### src/rtl/shutdown_sense_scan_if.sv
// Shutdown-sense scanner bus: mux select/sense pair plus manager-facing outputs.
// Carries sense_mask only when SHUTDOWN_SENSE_MASK_EN is defined.
interface shutdown_sense_scan_if;
    logic       en;
    logic       sense_in;
    logic [2:0] sense_sel;
    logic       shutdown_sense;
    logic [2:0] sense_num;
    logic [7:0] sense_status;
`ifdef SHUTDOWN_SENSE_MASK_EN
    logic [7:0] sense_mask;

    modport master (
        output en, sense_in, sense_mask,
        input  sense_sel, shutdown_sense, sense_num, sense_status
    );
    modport slave (
        input  en, sense_in, sense_mask,
        output sense_sel, shutdown_sense, sense_num, sense_status
    );
`else
    modport master (
        output en, sense_in,
        input  sense_sel, shutdown_sense, sense_num, sense_status
    );
    modport slave (
        input  en, sense_in,
        output sense_sel, shutdown_sense, sense_num, sense_status
    );
`endif
endinterface

### src/rtl/shutdown_sense_scan.sv
// Scans 8 board shutdown latches via an external 8:1 mux, debounces per frame.
// Optional SHUTDOWN_SENSE_MASK_EN adds a per-board ignore mask.
module shutdown_sense_scan #(
    parameter int SETTLE_CYCLES  = 25,
    parameter int DEBOUNCE_COUNT = 4
) (
    input  logic                  clk,
    input  logic                  rst,
    shutdown_sense_scan_if.slave  bus
);
    localparam int CW = ($clog2(DEBOUNCE_COUNT + 1) < 1)
                      ? 1 : $clog2(DEBOUNCE_COUNT + 1);
    localparam int SW = ($clog2(SETTLE_CYCLES) < 1)
                      ? 1 : $clog2(SETTLE_CYCLES);
    localparam logic [SW-1:0] SETTLE_LAST = SW'(SETTLE_CYCLES - 1);
    localparam logic [CW-1:0] CNT_MAX     = {CW{1'b1}};

    typedef enum logic [1:0] {
        IDLE,
        SETTLE,
        SAMPLE,
        LATCHED
    } state_e;

    state_e          state_q, state_d;
    logic [SW-1:0]   settle_q, settle_d;
    logic [2:0]      sel_q, sel_d;
    logic            det_q, det_d;
    logic [2:0]      num_q, num_d;
    logic [7:0]      status_q, status_d;
    logic [CW-1:0]   cnt_q [8];
    logic [CW-1:0]   cnt_d [8];
    logic            sync1_q, sync2_q;

    logic            hit;
    logic            confirm;
    logic [CW-1:0]   cnt_cur;
    logic [CW-1:0]   cnt_inc;

    // Two-flop synchronizer; en low clears it like every other register.
    always_ff @(posedge clk or posedge rst) begin
        if (rst) begin
            sync1_q <= 1'b0;
            sync2_q <= 1'b0;
        end else if (!bus.en) begin
            sync1_q <= 1'b0;
            sync2_q <= 1'b0;
        end else begin
            sync1_q <= bus.sense_in;
            sync2_q <= sync1_q;
        end
    end

`ifdef SHUTDOWN_SENSE_MASK_EN
    assign hit = sync2_q & ~bus.sense_mask[sel_q];
`else
    assign hit = sync2_q;
`endif

    assign cnt_cur = cnt_q[sel_q];
    assign cnt_inc = (cnt_cur == CNT_MAX) ? cnt_cur : cnt_cur + 1'b1;
    assign confirm = hit && ((int'(cnt_cur) + 1) == DEBOUNCE_COUNT);

    always_comb begin
        state_d  = state_q;
        settle_d = settle_q;
        sel_d    = sel_q;
        det_d    = det_q;
        num_d    = num_q;
        status_d = status_q;
        cnt_d    = cnt_q;
        if (!bus.en) begin
            state_d  = IDLE;
            settle_d = '0;
            sel_d    = '0;
            det_d    = 1'b0;
            num_d    = '0;
            status_d = '0;
            for (int i = 0; i < 8; i++) cnt_d[i] = '0;
        end else begin
            unique case (state_q)
                IDLE: begin
                    state_d  = SETTLE;
                    settle_d = '0;
                    sel_d    = '0;
                end
                SETTLE: begin
                    if (settle_q == SETTLE_LAST) state_d = SAMPLE;
                    else settle_d = settle_q + 1'b1;
                end
                SAMPLE: begin
                    status_d[sel_q] = hit;
                    cnt_d[sel_q]    = hit ? cnt_inc : '0;
                    if (confirm) begin
                        state_d = LATCHED;
                        det_d   = 1'b1;
                        num_d   = sel_q;
                    end else begin
                        state_d  = SETTLE;
                        settle_d = '0;
                        sel_d    = sel_q + 3'd1;
                    end
                end
                LATCHED: ;
                default: state_d = IDLE;
            endcase
        end
    end

    always_ff @(posedge clk or posedge rst) begin
        if (rst) begin
            state_q  <= IDLE;
            settle_q <= '0;
            sel_q    <= '0;
            det_q    <= 1'b0;
            num_q    <= '0;
            status_q <= '0;
            for (int i = 0; i < 8; i++) cnt_q[i] <= '0;
        end else begin
            state_q  <= state_d;
            settle_q <= settle_d;
            sel_q    <= sel_d;
            det_q    <= det_d;
            num_q    <= num_d;
            status_q <= status_d;
            for (int i = 0; i < 8; i++) cnt_q[i] <= cnt_d[i];
        end
    end

    assign bus.sense_sel      = sel_q;
    assign bus.shutdown_sense = det_q;
    assign bus.sense_num      = num_q;
    assign bus.sense_status   = status_q;

endmodule
### src/flat_wrapper.sv
// flat-port wrapper written by rule: the top's interface ports become plain ports
module shutdown_sense_scan_flat 
#(
    parameter int SETTLE_CYCLES  = 25,
    parameter int DEBOUNCE_COUNT = 4
)
  (clk, rst, bus_en, bus_sense_in, bus_sense_sel, bus_shutdown_sense, bus_sense_num, bus_sense_status);
  shutdown_sense_scan_if bus_i ();
  input  logic clk;
  input  logic rst;
  input wire logic [$bits(bus_i.en)-1:0] bus_en;
  input wire logic [$bits(bus_i.sense_in)-1:0] bus_sense_in;
  output wire logic [$bits(bus_i.sense_sel)-1:0] bus_sense_sel;
  output wire logic [$bits(bus_i.shutdown_sense)-1:0] bus_shutdown_sense;
  output wire logic [$bits(bus_i.sense_num)-1:0] bus_sense_num;
  output wire logic [$bits(bus_i.sense_status)-1:0] bus_sense_status;
  assign bus_i.en = bus_en;
  assign bus_i.sense_in = bus_sense_in;
  assign bus_sense_sel = bus_i.sense_sel;
  assign bus_shutdown_sense = bus_i.shutdown_sense;
  assign bus_sense_num = bus_i.sense_num;
  assign bus_sense_status = bus_i.sense_status;
  shutdown_sense_scan #(.SETTLE_CYCLES(SETTLE_CYCLES), .DEBOUNCE_COUNT(DEBOUNCE_COUNT)) u_core (.clk(clk), .rst(rst), .bus(bus_i));
endmodule
### config.mk
export PLATFORM = sky130hd
export DESIGN_NAME = shutdown_sense_scan_flat
export DESIGN_NICKNAME = d
export VERILOG_FILES = /design/src/rtl/shutdown_sense_scan_if.sv /design/src/rtl/shutdown_sense_scan.sv /design/src/flat_wrapper.sv
export SDC_FILE = /design/constraint.sdc
export NUM_CORES = 1
export LEC_CHECK = 0
export CORE_AREA = 4 4 91 93
export DETAILED_ROUTE_END_ITERATION = 10
export DIE_AREA = 0 0 95 97
export GPL_ROUTABILITY_DRIVEN = 0
export GPL_TIMING_DRIVEN = 1
export PLACE_DENSITY = 0.5
export SLEW_MARGIN = 20
export SYNTH_ARGS = -nofsm -noshare
export SYNTH_HDL_FRONTEND = slang
export SYNTH_SLANG_ARGS = --single-unit
### constraint.sdc
create_clock -name clk -period 3.51 [get_ports clk]
set_input_delay 0.5265 -clock clk [delete_from_list [all_inputs] [get_ports clk]]
set_output_delay 0.5265 -clock clk [all_outputs]
set_load 0.005 [all_outputs]
==> results.md, run 1 <==
- The flow ran to the end, and the final reports show no timing, DRC or antenna violations.
- The share of the Yosys chip area taken by registers is 46.5%.
- In this run the core area contains 32 standard-cell rows.
- Counting instances, the worst hold path has a depth of 1.
- For this design the static power due to leakage is 1.26 nW.
- The worst register-to-register path ends at u_core.settle_q[2].
- The final hold violation count was 0.
- The count of clock tree sinks is 48.
- The number of slew-limit violations in the final report came to 0.
- The via count of the first global-routing pass is 1852.
- Measured against its own limit, the worst slew margin works out to 40.6%.
- The most used flip-flop cell after synthesis is dfrtp_1.
- The distinct cell type count after synthesis is 39.
- The filler cells instantiated in the layout total 790.
- The gate count of the mapped netlist is 259.
- The count of buffers from port buffering is 18.
- Across the routed clock network, the largest skew measured is 0.00716 ns.
- The share of the cycle needed by the critical path after routing is 89.3%.
- The worst register-to-register path has a depth of 9.
- The stage delay of the slowest cell on the critical path is 0.65 ns.
- The data arrival time at the worst-slack endpoint is 3.37 ns.
- Counting along the longest clock path gives a buffer depth of 2.
- The number of violations of the max-capacitance limit is 0.
- The capture endpoint of the worst hold path is u_core.hit.
- The floorplan step defined a die boundary enclosing 0.00922 mm².
- The root buffer cell chosen for the clock tree is clkbuf_8.
- Dividing the detail-routed wire length by the instance count gives 15.7 µm.
- The proportion of synthesized flip-flops having asynchronous set or reset is 100%.
- The maximum level of the CTS H-tree is 2.
- Among the stages of the critical path, the cell type that occurs most often is ha_1.
- The I/O pin total is 19.
- The kind of path behind the tightest hold check is flip-flop to flip-flop.
- After detailed routing, the number of remaining DRC violations is 0.
- The worst ir drop on vdd is 0.192 mV.
- The number of antenna violations at the first check in global routing is 0.
- The total area inside the core boundary comes to 0.00753 mm².
- The total power per unit cell area is 382 mW/mm².
- The number of hold-repair buffers added at the cts stage is 0.
- For this run, the post-layout net count is 291.
- The ratio of cells with drive above 1 in the final layout is 9.75%.
- The global-route layer with the greatest usage is met2.
- The final HPWL from detailed placement is 4080 µm.
- In the post-synthesis netlist, the biggest area contributors are dfrtp_1, mux2i_1, ha_1, mux4_2, a21oi_1.
- The total inserted antenna cells is 0.
- The final core utilization is 39.4%.
- Clock tree synthesis inserted a total of 5 buffers.
- The largest individual stage delay along the critical path comes from the cell dfrtp_1.
- After detailed routing, the total wire length is 5960 µm.
- A synthesized cell averages 9.97 µm².
- The kind of capture point of the worst setup path is a flip-flop.
- The kind of cell with the highest combined delay along the critical path is multiplexers.
- After clock tree synthesis, the setup repair step added 0 buffers.
- Once placement completed, the tool counted placed cells totaling 371.
- The die is 97 µm tall.
- The initial utilization of the core area, before any placement, comes to 34.3%.
- After synthesis the netlist holds a flip-flop and latch count of 48.
- The beginning of the worst hold path is u_core.sync1_q.
- The top cell type by area accounts for 46.5% of the synthesized area.
- The number of violations reported at the end of detailed-routing iteration 0 is 75.
- After detailed routing, the number of vias per cell comes to 5.00.
- At the later pin of the worst-skew pair, clock insertion delay measures 0.30 ns.
- The multi-input combinational cells in the finished layout cover a total of 0.00125 mm².
- The clock-pin slew on the worst setup and hold paths is 0.09 ns.
- Of all nets on the critical path, the largest fanout is 12.
- The most area-hungry cell type in the Yosys netlist is dfrtp_1.
- The final standard cell count with taps included and fillers excluded is 379.
- The number of enable-type register cells in the synthesized netlist is 0.
- The first detailed-routing pass ran for 4 iterations.
- Counting instances in the post-synthesis netlist gives the leading cell types as dfrtp_1, nor2_1, a21oi_1.
- Summed over all layers, the global routing overflow is 0.
- Once the clock tree was built, the resizer swapped 0 gates to a different size.
- The routed layout has 1894 vias.
- After layout, the design draws a total of 1.13 mW.
- Global routing consumed, on the met1 layer, 20.1% of the routing resources.
- In the global route stage, met2 resource usage came out at 21.5%.
- Measured along the x axis, the die boundary spans 95 µm.
- The most used standard cell by instance count after synthesis is dfrtp_1.
- The synthesized netlist occupies a cell area of 0.00258 mm².
- The maximum clock frequency is 319 MHz.
- The slew at the pin closest to its max-slew limit is 0.884 ns.
- The finished cells cover 0.00297 mm².
- When the netlist entered floorplanning its net count stood at 274.
- In this run the remaining antenna-violating nets after routing total 0.
- The data required time at the worst endpoint is 3.74 ns.
- During synthesis, Yosys emitted a total of 0 warnings.
- Counting both buffers and inverters, the worst setup path holds a total of 1.
- For flop-to-flop paths, the worst setup slack is 0.38 ns.
- TritonCTS built the clock tree.
- The signal on the critical path passes through mux4_2, mux2_2, ha_1, inv_1, ha_1, nand4_1, a31oi_4, or4_1, a21oi_1.
- Setup violations remaining at the end of the flow were counted as 0.
- In this run the critical register-to-register path is launched from u_core.bus.sense_sel[1].
- Global routing used 14.0% of the available tracks across all layers.
- The sequential cells in the finished layout cover a total of 0.00120 mm².
- The first global-routing pass estimated 10100 µm of wire.
- Entering global routing, the biggest net connects 38 pins.
- The element type at the critical path start is a flip-flop.
- The area growth from synthesis to layout is 15.0%.
- The final period demand of the worst path is 3.13 ns.
- After routing, the total negative slack on setup checks comes to 0 ns.
- The worst setup path is of the flip-flop to flip-flop kind.
- The post-place instance area is 0.00286 mm².
- The global routing met3 resource utilization is 2.57%.
- Setup repair after global routing left no endpoint under its margin.
==> where the power goes <==
group	switching, mW	internal, mW
clock	0.191	0.212
sequential	0.0210	0.564
combinational	0.0971	0.0483
==> cells by family (layout without fill, tap and decap cells) <==
group | after synthesis | in the layout | synth area share (%)
compound gates | 41 | 41 | 9.99
xor+xnor | 1 | 1 | 0.630
fa+ha+maj | 11 | 11 | 5.33
buf+inv | 30 | 48 | 4.99
flops | 48 | 48 | 46.5
mux | 26 | 26 | 13.3
simple gates | 102 | 102 | 19.2
==> how the worst max path moves through the flow <==
stage / start / endpoint / cells after the start
after floorplan: u_core.bus.sense_sel[1] / u_core.settle_q[2] / 10
after global placement: u_core.bus.sense_sel[1] / u_core.settle_q[2] / 9
after detailed placement: u_core.bus.sense_sel[1] / u_core.settle_q[2] / 9
after CTS: u_core.bus.sense_sel[1] / u_core.settle_q[2] / 9
after global routing: u_core.bus.sense_sel[1] / u_core.settle_q[2] / 9
final: u_core.bus.sense_sel[1] / u_core.settle_q[2] / 9
==> metrics by stage <==
| stage | worst slack [ns] | hold slack, ns |
|---|---|---|
| floorplan | 0.732 | 0.434 |
| global placement | 0.492 | 0.447 |
| detailed placement | 0.383 | 0.441 |
| CTS | 0.355 | 0.463 |
| global route | 0.207 | 0.496 |
| finish | 0.376 | 0.461 |
==> cell usage in the layout (no fill, tap or decap), drive strengths merged, types with 4 or more instances in the layout <==
master / count
buf: 5
clkbuf: 6
ha: 11
mux4: 6
nand2: 25
nand4: 5
nor3: 4
nor2: 31
nand2b: 5
inv: 17
dfrtp: 48
mux2i: 17
nand3: 14
clkdlybuf4s50: 18
nor3b: 5
a21oi: 26
==> sequential cells by signal, summed over array words and instances (netlist names) <==
register / flops
u_core.bus.sense_sel: 3
u_core.state_q: 2
u_core.hit: 1
u_core.sync1_q: 1
u_core.settle_q: 5
u_core.bus.sense_num: 3
u_core.bus.shutdown_sense: 1
u_core.bus.sense_status: 8
u_core.cnt_q: 24
==> area by class of cell <==
type,count,share of cell area [%]
clock inverters,2,1.18
multi-input cells,181,42.1
well taps,102,4.30
clock buffers,6,2.44
flip-flops and latches,48,40.5
repair buffers,23,7.33
inverters,17,2.15
==> worst register-to-register path: stages, from the launching register on <==
cell and delay (ns):
dfrtp_1 0.65, mux4_2 0.56, mux2_2 0.37, ha_1 0.23, inv_1 0.06, ha_1 0.22, nand4_1 0.21, a31oi_4 0.11
or4_1 0.50, a21oi_1 0.15
==> layer usage <==
metal  up-vias  share of wire (%)
li1        930                  -
met3         6                2.1
met2        16                 47
met1       942                 50
met5         -                  0
met4         0                1.1
No activity file was read; power rests on OpenSTA's default activity.
==> inputs of run 2 (changes only) <==
Settings changed: HOLD_SLACK_MARGIN from default to 0.15.
==> results of run 2 <==
Final layout, timing and power as in run 1 (identical DEF).
==> inputs of run 3 (changes only) <==
Settings changed: GPL_TIMING_DRIVEN 1 to 0.
==> run 3 against run 2 <==
Compared with the run above: count of clock-buffer cells in the layout unchanged; first-iteration DRC count up 27%; cell area up 2.1%; worst hold slack better by 0.018 ns; critical endpoint unchanged; largest power group unchanged.
==> results.md, run 3 (same netlist as run 1, synthesis figures left out) <==
- In the global route stage, met3 resource usage came out at 2.57%.
- TritonCTS built the clock tree.
- The floorplan step set the die width to 95 µm.
- The setup check on the worst reg-to-reg path leaves a slack of 0.47 ns.
- The beginning of the worst hold path is u_core.sync1_q.
- The number of slew-limit violations in the final report is 0.
- The global-route layer with the greatest usage is met2.
- Entering global routing, the biggest net connects 32 pins.
- The met1 capacity usage during global routing is 20.4%.
- Across all hold checks on the routed design, the worst slack comes to 0.479 ns.
- The number of hold-repair buffers added at the cts stage is 0.
- The count of clock tree sinks is 48.
- The library cell used most frequently in the layout, excluding fill and tap cells, is dfrtp_1.
- The endpoint of the worst-slack reg-to-reg timing path is u_core.settle_q[2].
- The area of the placeable core is 0.00753 mm².
- The stage delay of the slowest cell on the critical path is 0.51 ns.
- The static leakage power is 1.27 nW.
- IR analysis of the VDD net gives a maximum drop of 0.188 mV.
- The worst setup path is launched from a flip-flop.
- The maximum clock frequency is 329 MHz.
- Counting the fill cells in the layout gives 790.
- The vias per cell is 5.02.
- Walking the worst path, the cells encountered are buf_6, mux4_2, mux2_2, ha_1, inv_1, ha_1, nand4_1, a31oi_4, or4_1, a21oi_1.
- Counting along the longest clock path gives a buffer depth of 2.
- Port buffering added 18 buffers.
- The total vias in the final route is 1948.
- The final period demand of the worst path is 3.04 ns.
- The post-CTS setup repair buffer count is 0.
- The detailed router finished its first iteration with 95 violations.
- The aggregate negative setup slack is 0 ns.
- The worst-case setup margin in the final layout is 0.469 ns.
- The worst hold path terminates at u_core.hit.
- Setup violations remaining at the end of the flow were counted as 0.
- Summing internal, switching and leakage power gives 1.17 mW.
- Counting tap cells, the placed design contains a total of 380 instances.
- The floorplan step set the die height to 97 µm.
- For the pin with the worst max-slew slack, the measured transition is 0.910 ns.
- The number of antenna diodes in the final layout is 0.
- The final layout contains 300 nets.
- The register with the most flip-flops in the layout has 24 of them.
- The count of standard-cell rows is 32.
- The depth of the worst hold-timing path is 1.
- The clock insertion delay at the later pin of the skew report is 0.30 ns.
- Post-CTS repair changed the size of 0 cells.
- Once the floorplan was initialized, standard cells occupied 34.3% of the core.
- The number of antenna violations at the first check in global routing came to 0.
- The placed instances occupy a cell area of 0.00291 mm².
- The top cell types in the final layout, fill and taps aside, are dfrtp_1, nor2_1, a21oi_1.
- After the flow finishes, the layout carries non-filler instances totaling 388.
- The final routed DRC violation total is 0.
- The kind of capture point of the worst setup path is a flip-flop.
- The critical path contains buffers and inverters numbering 2 combined.
- The cell sitting at the root of the clock tree is a clkbuf_8.
- The detailed-routing iteration count for the pre-antenna-repair pass is 4.
- The worst-case reg-to-reg path depth is 10.
- In this run the worst path has a maximum fanout of 10.
- The floorplan step defined a die boundary enclosing 0.00922 mm².
- Setup repair after global routing left no endpoint under its margin.
- The ratio of cells with drive above 1 in the final layout is 9.44%.
- The via count of the first global-routing pass came to 1972.
- The worst slack at placement is 0.487 ns.
- The flow ran to the end, and the final reports show no timing, DRC or antenna violations.
- The first global-routing pass estimated 10500 µm of wire.
- The worst flop-to-flop path startpoint is u_core.bus.sense_sel[1].
- Max-cap violations in this run came to 0.
- The cell at the slowest stage of the critical path is mux4_2.
- The tightest min-delay check is of the flip-flop to flip-flop type.
- The register bank with the most flops is u_core.cnt_q.
- The final HPWL from detailed placement is 4300 µm.
- The maximum level of the CTS H-tree is 2.
- After layout, the worst path uses 86.7% of the clock period.
- For this run, the total global-route usage over all layers was measured as 14.7%.
- The wire length after detailed routing is 6180 µm.
- Once detail routing completed, the nets flagged for antenna violations numbered 0.
- Summed over all layers, the global routing overflow is 0.
- Data on the critical path arrives at its endpoint at 3.28 ns.
- The global-route met2 utilization is 23.4%.
- The number of buffers inserted during clock tree synthesis is 5.
- After routing the design area is 0.00303 mm².
- Across the routed clock network, the largest skew measured is 0.00420 ns.
- The final hold violation count is 0.
- At the worst endpoint, the required time is 3.75 ns.
- Cells fill 40.3% of the core in the end.
- After clock tree synthesis, the clock-pin slew on the worst setup and hold paths is 0.10 ns.
- The average wire length per cell after detail routing is 15.9 µm.
- The worst setup path category is flip-flop to flip-flop.
- The worst-case headroom to the max-slew limit is 39.2%.
- The kind of cell with the highest combined delay along the critical path is multiplexers.
- The area growth from synthesis to layout is 17.4%.
- The most prevalent standard cell on the critical path is ha_1.
- The I/O pin total is 19.
- For this design the ratio of total power to cell area is 386 mW/mm².
-- run 3: changes by cell type in the layout (fill, tap and decap cells not counted), sizes merged --
| cell | delta |
|---|---|
| buf | -1 |
| clkbuf | +10 |
-- run 3: worst max-delay path by stage --
stage	depth (start not counted)	end	start
detailed placement	10	u_core.settle_q[2]	u_core.bus.sense_sel[1]
finish	10	u_core.settle_q[2]	u_core.bus.sense_sel[1]
CTS	10	u_core.settle_q[2]	u_core.bus.sense_sel[1]
global placement	10	u_core.settle_q[2]	u_core.bus.sense_sel[1]
global route	10	u_core.settle_q[2]	u_core.bus.sense_sel[1]
floorplan	10	u_core.settle_q[2]	u_core.bus.sense_sel[1]
-- run 3: where the power goes --
part	internal, mW	switching (mW)
registers	0.564	0.0180
logic	0.0505	0.101
clock network	0.233	0.202
total	0.848	0.321
-- run 3: area by class of cell --
type | instances | area, µm² | area share, %
inverter | 17 | 63.8 | 2.11
sequential | 48 | 1200 | 39.6
buffer | 13 | 65.1 | 2.15
tap | 102 | 128 | 4.21
clock inverter | 2 | 38.8 | 1.28
timing repair buffer | 19 | 200 | 6.61
multi-input combinational | 181 | 1250 | 41.3
clock buffer | 6 | 82.6 | 2.73
-- run 3: routing by layer --
| metal | routed length, µm | up-vias |
|---|---|---|
| li1 | - | 943 |
| met1 | 2920 | 975 |
| met2 | 3030 | 24 |
| met3 | 157 | 6 |
| met4 | 70 | 0 |
| met5 | 0 | - |
